<file path="src/rtl/uart_wb_master_bridge.sv">
// UART byte-stream to Wishbone classic initiator.
// Decodes write (0x01 + addr + data) and read (0x02 + addr) frames, runs one
// single Wishbone cycle, then returns a status byte (plus read data on success).
module uart_wb_master_bridge #(
  parameter int BUS_TIMEOUT   = 1024,
  parameter int FRAME_TIMEOUT = 65536
) (
  input  logic        clk_i,
  input  logic        nrst_i,
  input  logic [7:0]  rx_data_i,
  input  logic        rx_valid_i,
  output logic [7:0]  tx_data_o,
  output logic        tx_valid_o,
  input  logic        tx_ready_i,
  output logic        rx_overrun_o,
  output logic [31:0] wbm_adr_o,
  output logic [31:0] wbm_dat_o,
  output logic [3:0]  wbm_sel_o,
  output logic        wbm_we_o,
  output logic        wbm_cyc_o,
  output logic        wbm_stb_o,
  output logic [2:0]  wbm_cti_o,
  output logic [1:0]  wbm_bte_o,
  input  logic [31:0] wbm_dat_i,
  input  logic        wbm_ack_i,
  input  logic        wbm_err_i,
  input  logic        wbm_rty_i
);

  localparam int BT_W = $clog2(BUS_TIMEOUT + 1);
  localparam int FT_W = $clog2(FRAME_TIMEOUT + 1);
  localparam logic [BT_W-1:0] BT_LAST = BT_W'(BUS_TIMEOUT - 1);
  localparam logic [FT_W-1:0] FT_LAST = FT_W'(FRAME_TIMEOUT - 1);

  localparam logic [7:0] CMD_WRITE  = 8'h01;
  localparam logic [7:0] CMD_READ   = 8'h02;
  localparam logic [7:0] ST_ACK     = 8'h4B;
  localparam logic [7:0] ST_ERR     = 8'hEE;
  localparam logic [7:0] ST_RTY     = 8'hED;
  localparam logic [7:0] ST_TIMEOUT = 8'hEF;
  localparam logic [7:0] ST_BADCMD  = 8'hE1;

  typedef enum logic [2:0] {
    S_IDLE = 3'd0,
    S_ADDR = 3'd1,
    S_DATA = 3'd2,
    S_BUS  = 3'd3,
    S_RESP = 3'd4
  } state_t;

  state_t          state_r;
  logic [1:0]      cnt_r;
  logic            we_r;
  logic [31:0]     adr_sh_r;
  logic [31:0]     dat_sh_r;
  logic [31:0]     rdata_r;
  logic [7:0]      status_r;
  logic            read_ok_r;
  logic [2:0]      idx_r;
  logic [FT_W-1:0] frame_tmr_r;
  logic [BT_W-1:0] bus_tmr_r;

  logic            bus_done_s;
  logic [7:0]      bus_status_s;
  logic [2:0]      resp_last_s;

  // Response byte selector: status first, then read data MSB first.
  function automatic logic [7:0] resp_byte(input logic [2:0] idx,
                                           input logic [7:0] status,
                                           input logic [31:0] rdata);
    case (idx)
      3'd0:    resp_byte = status;
      3'd1:    resp_byte = rdata[31:24];
      3'd2:    resp_byte = rdata[23:16];
      3'd3:    resp_byte = rdata[15:8];
      3'd4:    resp_byte = rdata[7:0];
      default: resp_byte = 8'h00;
    endcase
  endfunction

  assign wbm_cti_o   = 3'b000;
  assign wbm_bte_o   = 2'b00;
  assign resp_last_s = read_ok_r ? 3'd4 : 3'd0;

  // Bus termination decode with err > rty > ack > timeout priority.
  always_comb begin
    bus_done_s   = 1'b0;
    bus_status_s = 8'h00;
    if (wbm_err_i) begin
      bus_done_s   = 1'b1;
      bus_status_s = ST_ERR;
    end else if (wbm_rty_i) begin
      bus_done_s   = 1'b1;
      bus_status_s = ST_RTY;
    end else if (wbm_ack_i) begin
      bus_done_s   = 1'b1;
      bus_status_s = ST_ACK;
    end else if (bus_tmr_r == BT_LAST) begin
      bus_done_s   = 1'b1;
      bus_status_s = ST_TIMEOUT;
    end else begin
      bus_done_s   = 1'b0;
      bus_status_s = 8'h00;
    end
  end

  // Frame decoder, bus cycle control and response sequencer.
  always_ff @(posedge clk_i or negedge nrst_i) begin
    if (!nrst_i) begin
      state_r      <= S_IDLE;
      cnt_r        <= 2'd0;
      we_r         <= 1'b0;
      adr_sh_r     <= 32'h0000_0000;
      dat_sh_r     <= 32'h0000_0000;
      rdata_r      <= 32'h0000_0000;
      status_r     <= 8'h00;
      read_ok_r    <= 1'b0;
      idx_r        <= 3'd0;
      frame_tmr_r  <= '0;
      bus_tmr_r    <= '0;
      tx_data_o    <= 8'h00;
      tx_valid_o   <= 1'b0;
      rx_overrun_o <= 1'b0;
      wbm_adr_o    <= 32'h0000_0000;
      wbm_dat_o    <= 32'h0000_0000;
      wbm_sel_o    <= 4'h0;
      wbm_we_o     <= 1'b0;
      wbm_cyc_o    <= 1'b0;
      wbm_stb_o    <= 1'b0;
    end else begin
      rx_overrun_o <= 1'b0;
      case (state_r)
        S_IDLE: begin
          frame_tmr_r <= '0;
          cnt_r       <= 2'd0;
          if (rx_valid_i) begin
            case (rx_data_i)
              CMD_WRITE: begin
                we_r    <= 1'b1;
                state_r <= S_ADDR;
              end
              CMD_READ: begin
                we_r    <= 1'b0;
                state_r <= S_ADDR;
              end
              default: begin
                status_r   <= ST_BADCMD;
                read_ok_r  <= 1'b0;
                idx_r      <= 3'd0;
                tx_data_o  <= ST_BADCMD;
                tx_valid_o <= 1'b1;
                state_r    <= S_RESP;
              end
            endcase
          end
        end
        S_ADDR: begin
          if (rx_valid_i) begin
            adr_sh_r    <= {adr_sh_r[23:0], rx_data_i};
            frame_tmr_r <= '0;
            cnt_r       <= cnt_r + 2'd1;
            if (cnt_r == 2'd3) begin
              if (we_r) begin
                state_r <= S_DATA;
              end else begin
                wbm_adr_o <= {adr_sh_r[23:0], rx_data_i};
                wbm_dat_o <= 32'h0000_0000;
                wbm_we_o  <= 1'b0;
                wbm_sel_o <= 4'hF;
                wbm_cyc_o <= 1'b1;
                wbm_stb_o <= 1'b1;
                bus_tmr_r <= '0;
                state_r   <= S_BUS;
              end
            end
          end else if (frame_tmr_r == FT_LAST) begin
            frame_tmr_r <= '0;
            state_r     <= S_IDLE;
          end else begin
            frame_tmr_r <= frame_tmr_r + 1'b1;
          end
        end
        S_DATA: begin
          if (rx_valid_i) begin
            dat_sh_r    <= {dat_sh_r[23:0], rx_data_i};
            frame_tmr_r <= '0;
            cnt_r       <= cnt_r + 2'd1;
            if (cnt_r == 2'd3) begin
              wbm_adr_o <= adr_sh_r;
              wbm_dat_o <= {dat_sh_r[23:0], rx_data_i};
              wbm_we_o  <= 1'b1;
              wbm_sel_o <= 4'hF;
              wbm_cyc_o <= 1'b1;
              wbm_stb_o <= 1'b1;
              bus_tmr_r <= '0;
              state_r   <= S_BUS;
            end
          end else if (frame_tmr_r == FT_LAST) begin
            frame_tmr_r <= '0;
            state_r     <= S_IDLE;
          end else begin
            frame_tmr_r <= frame_tmr_r + 1'b1;
          end
        end
        S_BUS: begin
          rx_overrun_o <= rx_valid_i;
          if (bus_done_s) begin
            wbm_cyc_o  <= 1'b0;
            wbm_stb_o  <= 1'b0;
            wbm_sel_o  <= 4'h0;
            wbm_we_o   <= 1'b0;
            status_r   <= bus_status_s;
            read_ok_r  <= (bus_status_s == ST_ACK) && !we_r;
            rdata_r    <= wbm_dat_i;
            idx_r      <= 3'd0;
            tx_data_o  <= bus_status_s;
            tx_valid_o <= 1'b1;
            state_r    <= S_RESP;
          end else begin
            bus_tmr_r <= bus_tmr_r + 1'b1;
          end
        end
        S_RESP: begin
          rx_overrun_o <= rx_valid_i;
          if (tx_valid_o && tx_ready_i) begin
            if (idx_r == resp_last_s) begin
              tx_valid_o <= 1'b0;
              state_r    <= S_IDLE;
            end else begin
              idx_r     <= idx_r + 3'd1;
              tx_data_o <= resp_byte(idx_r + 3'd1, status_r, rdata_r);
            end
          end
        end
        default: begin
          state_r    <= S_IDLE;
          tx_valid_o <= 1'b0;
          wbm_cyc_o  <= 1'b0;
          wbm_stb_o  <= 1'b0;
        end
      endcase
    end
  end

endmodule

</file>
<file path="config.mk">
export PLATFORM = sky130hd
export DESIGN_NAME = uart_wb_master_bridge
export DESIGN_NICKNAME = d
export VERILOG_FILES = /design/src/rtl/uart_wb_master_bridge.sv
export SDC_FILE = /design/constraint.sdc
export NUM_CORES = 1
export LEC_CHECK = 0
export ABC_CLOCK_PERIOD_IN_PS = 2950
export CORE_MARGIN = 3
export CORE_UTILIZATION = 40
export CTS_CLUSTER_SIZE = 40
export DETAILED_ROUTE_END_ITERATION = 16
export GPL_ROUTABILITY_DRIVEN = 1
export PLACE_DENSITY_LB_ADDON = 0.05
export SLEW_MARGIN = 0
export SYNTH_ARGS = -nofsm -noshare
export SYNTH_HDL_FRONTEND = slang
export SYNTH_SLANG_ARGS = --single-unit
export TNS_END_PERCENT = 30
</file>
<file path="constraint.sdc">
create_clock -name clk_i -period 2.95 [get_ports clk_i]
set_input_delay 0.295 -clock clk_i [delete_from_list [all_inputs] [get_ports clk_i]]
set_output_delay 0.295 -clock clk_i [all_outputs]
set_load 0.01 [all_outputs]
</file>
== After elaboration in Yosys (flattened, before gate mapping) ==
Cells that the tools add are included.
Widths: inputs -> output; s select.

* Add/sub/neg operators: 4
* Multiplexer cells: 89
* Reduce and logical (&&, ||, !) cells: 28
* Bitwise logic cells: 2
* Equality and inequality tests: 30
* $lt $le $gt $ge: 0
* Shifts and indexed selects: 0
* Divide/modulo/power cells: 0
* $mul: 0

{| class="wikitable"
|+ Operators by type and width
! kind !! number
|-
| $mux 32 || 10
|-
| $pmux 32 s2 || 2
|-
| $mux 8 || 9
|-
| $mux 11 || 6
|-
| $mux 3 || 16
|-
| $pmux 8 s5 || 1
|-
| $mux 17 || 2
|-
| $pmux 17 s2 || 1
|-
| $pmux 11 s3 || 1
|-
| $mux 4 || 6
|-
| $ne 2x2->1 const B || 12
|-
| $pmux 8 s3 || 1
|-
| $reduce_and 6->1 || 4
|-
| $mux 1 || 23
|-
| $reduce_and 7->1 || 3
|-
| $add 17x1->17 const B || 1
|-
| $eq 17x16->1 const B || 1
|-
| $pmux 8 s2 || 1
|-
| $pmux 3 s5 || 1
|-
| $eq 3x2->1 const B || 4
|-
| $pmux 4 s3 || 1
|-
| $add 11x1->11 const B || 1
|-
| $eq 11x10->1 const B || 1
|-
| $pmux 3 s3 || 1
|-
| 26 further kinds || 44
|}

* Bits in writable memories: 0
* Input bits: 47
* Memory bits (read-only): 0
* Memories: 0
* Logic and storage cells: 172
* Register bits: 214
* Bits in latches: 0
* Output and inout bits: 86

== Depth between registers and ports, before layout ==
* Depth in word-level cells: 9
* Mapped depth: 9
* Mapped depth without buffers: 7

== Worst setup path after synthesis ==
No wires, ideal clock.

* Path kind: reg-to-reg
* From: register bus_tmr_r[0]
* To: register tx_data_o[1]
* Library setup time: 0.128 ns
* Stages on the path, launching flop included: 9
* Path buffers: 2
* Required time: 2.822 ns
* Clock period less this slack: 2.166 ns
* Path slack: 0.784 ns
* Data arrival time: 2.038 ns
* Cell sequence: dfrtp_1 > ha_1 > nand3_2 > o31a_1 > and2_4 > buf_6 > a211oi_2 > buf_4 > mux2_1

* Cells in the longest elaborated chain, start to end: 7
* Elaborated cells on any way between the ends: 13
* Classes of those cells: eq/ne (2); mux (10); reduce/logical (1)

{| class="wikitable"
|+ RTL lines
! element !! RTL line !! text
|-
| from (decl) || 61 || <nowiki>logic [BT_W-1:0] bus_tmr_r;</nowiki>
|-
| from (signal assigned) || 220 || <nowiki>bus_tmr_r <= bus_tmr_r + 1'b1;</nowiki>
|-
| $eq 11x10->1 (*) || 98 || <nowiki>end else if (bus_tmr_r == BT_LAST) begin</nowiki>
|-
| $mux 1 or $mux 8 (tied branches) || 98 ||
|-
| $mux 1 or $mux 8 (tied branches) || 95 || <nowiki>end else if (wbm_ack_i) begin</nowiki>
|-
| $mux 1 or $mux 8 (tied branches) || 92 || <nowiki>end else if (wbm_rty_i) begin</nowiki>
|-
| $mux 1 or $mux 8 (tied branches) || 89 || <nowiki>if (wbm_err_i) begin</nowiki>
|-
| $ne 2x2->1 (no source line) or $mux 8 (tied branches) || n/a ||
|-
| $reduce_and 6->1 (no source line) or $pmux 8 s3 (tied branches) || n/a ||
|-
| to (signal assigned) || 216 || <nowiki>tx_data_o <= bus_status_s;</nowiki>
|-
| to (signal assigned) || 231 || <nowiki>tx_data_o <= resp_byte(idx_r + 3'd1, status_r, rdata_r);</nowiki>
|-
| to (decl) || 12 || <nowiki>output logic [7:0] tx_data_o,</nowiki>
|}

Mark *: on every way between the ends. The rest lies on a longest branch, timed or not. The select of a mux whose other input is x is not followed.
A chain may end at the register's enable or synchronous reset.

== Worst setup path in the final report ==
* From: register bus_tmr_r[0]
* To: register tx_data_o[7]

Same word-level chain as after synthesis.

==> impl_metrics.ini <==
[die]
die_y_um = 160
die_w_um = 160
floorplan.rows = 55
floorplan.initialDensity_pct = 41.4
die-area_um2 = 25700
design.core.area_um2 = 23100
pin_count = 133

[worst_setup_path]
path_max_fanout = 11
timing.critical_path.max_delay_family = compound AO/OA/AOI/OAI gates
worstPathBufferInverterCount = 0
cp_slowest_stage_delay_ps = 800
slowest_cell_on_the_critical_path = a211oi_2
critical_path_required_ps = 3330
r2r_slack_ps = 230
critical_path_arrival_ps = 3100
setup.worst_path.class = flip-flop to flip-flop
startpoint_type = flip-flop
critPathCaptureType = flip-flop
critical_path.cell_chain = ha_1 > nand3_2 > o31a_1 > and2_4 > a211oi_2 > mux2_2

[global_route]
gr-usage-met2_pct = 29.0
global_route.peak_usage_layer = met2
met1_usage_pct = 24.1
grt_max_degree = 90
grt_overflow = 0
met3_usage_pct = 3.92
antenna_found_initial = 0
global_route.usage.total_pct = 17.7
first_global_vias = 7255
grt_first_pass_wirelength_mm = 38.1

[synth]
synth_compound_area_share_pct = 12.5
asyncSetResetFlopFracSynth_pct = 100
postSynthAreaPerCell_um2 = 11.3
synthesis.area_um2 = 9540
synthDominantAreaCellType = dfrtp_1
ys_warn_count = 0
synth_edf_count = 0
yosys.area_share.xor_xnor_pct = 0.722
ys_types = 78
area_share_of_and_or_nand_nor_cells_after_synthesis_pct = 10.9
yosys_reg_bits = 209
syn_inst = 845
synth_mux_area_share_pct = 15.9
synth-seq-area-share_pct = 54.8
synth-adder-area-share_pct = 1.18
synth_top_family_by_area = multiplexers
flip_flop_cell_with_the_highest_count_after_synthesis = dfrtp_1
synthTopCellsByArea = dfrtp_1, mux2_2, nand2_1
synth_largest_type_area_fraction_pct = 54.8

[timing]
timing.final.setup_violations = 0
hold_violation_count_in_the_final_report = 0
worst_slew_pin_slew_ps = 966
highest_achievable_clock_rate_ghz = 0.368
max_slew_violation_total_from_the_final_report = 0
timing.slew.headroom_pct = 35.5
total_negative_setup_slack_ps = 0
clock_tree_skew_after_final_layout_ps = 10.5
finalWorstPathRequiredPeriod_ps = 2720
fin_crit_sh_pct = 92.1
rsz0062_at_grt = no

[detailed_routing]
wirelength_mm = 22.7
vias = 6783
ant_nets = 0
drt_pre_antenna_iters = 7
drt_iter0_markers = 429
detail_route.vias_per_cell = 5.21
route.detailed.wl_per_inst_um = 17.4
post-route-drc-count = 0

[cells_and_area]
final.fill_count = 2018
nets = 1027
area.growth.synth_to_final_pct = 26.3
num_antenna_cells = 0
post-route-cell-area_um2 = 12000
layout_common_cells = dfrtp_1, clkdlybuf4s50_1, nand2_1, mux2_2, o21ai_0
final_cells = 1301
layout_commonest_cell = dfrtp_1
fraction_of_final_layout_cells_with_drive_strength_greater_than_1_pct = 17.5

[hold_path]
worst_hold_path_type = input port to async pin

[pwr]
maximum_ir_drop_on_the_vdd_rail_v = 0.000310
power.static_leakage_nw = 5.25
power.density_nw_per_um2 = 627

[run]
max-cap-violations = 0

[outcome]
outcome = finished, final reports clean

[placed_design]
post-dp-hpwl_mm = 15.6
gpl.final_weighted_congestion = 0.831
postPlaceCellArea_um2 = 11200
place_inst = 1258
numPortBuffers = 127

[clock_tree]
clock_sink_count = 209
cts_inserted_buffers = 23
cts.root.buffer_cell = clkbuf_16
clock_path_buffers = 3
cts.clk_slew.worst_paths_ps = 60
number_of_gates_resized_after_cts = 0
worst_skew_pair.late_latency_ps = 510
cts_htree_levels = 1
tritoncts = built
==> worst paths after layout <==
check                      cells after the start            end           from
max in group asynchronous                      3  wbm_adr_o[20]         nrst_i
hold reg to reg                                1    status_r[6]    status_r[6]
setup / recovery                               6   tx_data_o[7]   bus_tmr_r[0]
min in group clk_i                             2    rdata_r[12]  wbm_dat_i[12]
setup reg to reg                               6   tx_data_o[7]   bus_tmr_r[0]
hold / removal                                 2    rdata_r[12]         nrst_i
==> worst register-to-register path: stages (launching register included) <==
cell and delay [ps]:
dfrtp_1 400, ha_1 210, nand3_2 150, o31a_1 400
and2_4 200, a211oi_2 810, mux2_2 420
==> synth_stat cells, types with 9 or more instances <==
master and n:
nand3_1 14, o21ai_0 84, inv_1 12, mux2_1 13, a21oi_1 24, buf_4 11
mux2_2 87, buf_2 20, mux2i_1 39, clkbuf_1 22, dfrtp_1 209, nand2_1 125
nor2_1 31, ha_1 9, a31oi_1 11
==> per-layer routing <==
layer / vias up / routed length [um]
met4: 0 / 413
met5: - / 0
met1: 3346 / 10400
met3: 34 / 1180
met2: 147 / 10700
li1: 3256 / -
==> where the power goes <==
group	total, W	switching, W	internal (W)
Combinational	0.00128	0.000739	0.000538
Clock	0.00313	0.00115	0.00198
Sequential	0.00314	0.000132	0.00301
Total	0.00755	0.00202	0.00553
==> state kept, by name, indices dropped and copies added (netlist names) <==
register and count:
tx_valid_o 1, read_ok_r 1, wbm_adr_o 32, bus_tmr_r 11, adr_sh_r 32, wbm_dat_o 32
wbm_stb_o 1, rx_overrun_o 1, idx_r 3, tx_data_o 8, dat_sh_r 24, wbm_sel_o 1
wbm_we_o 1, status_r 6, frame_tmr_r 17, state_r 3, cnt_r 2, we_r 1
rdata_r 32
==> repair_timing <==
action                                 in CTS  in global routing
setup endpoints to repair                   0                  0
hold buffers                                1                  0
buffers inserted                            0                  0
endpoints found under the hold margin      61                  0
==> through the flow <==
step | hold WS, ps | setup WS [ps] | power (W) | util (%)
floorplan | -0.591 | 784 | 0.00394 | -
global placement | 315 | 349 | 0.00445 | 48.5
detailed placement | 319 | 270 | 0.00448 | 48.5
CTS | 356 | 261 | 0.00764 | 52.2
global route | 378 | 133 | 0.00789 | 52.2
finish | 337 | 234 | 0.00755 | 52.2
==> area by class of cell <==
class	count	area (um^2)	share of cell area, %
Clock buffer	35	701	5.82
Clock inverter	7	139	1.15
Inverter	13	48.8	0.405
Multi-Input combinational cell	568	3990	33.1
Sequential cell	209	5230	43.4
Tap cell	313	392	3.25
Timing Repair Buffer	156	1550	12.8
==> kinds of logic (layout without fill, tap and decap cells) <==
family,after synthesis,after routing
and+or+nand+nor,224,224
DFF,209,209
AOI/OAI and AO/OA,184,184
muxes,139,139
buffers and inverters,72,211
adders and majority gates,9,9
xor gates and xnor gates,7,7
other,1,5
(Power assumes the default switching activity.)
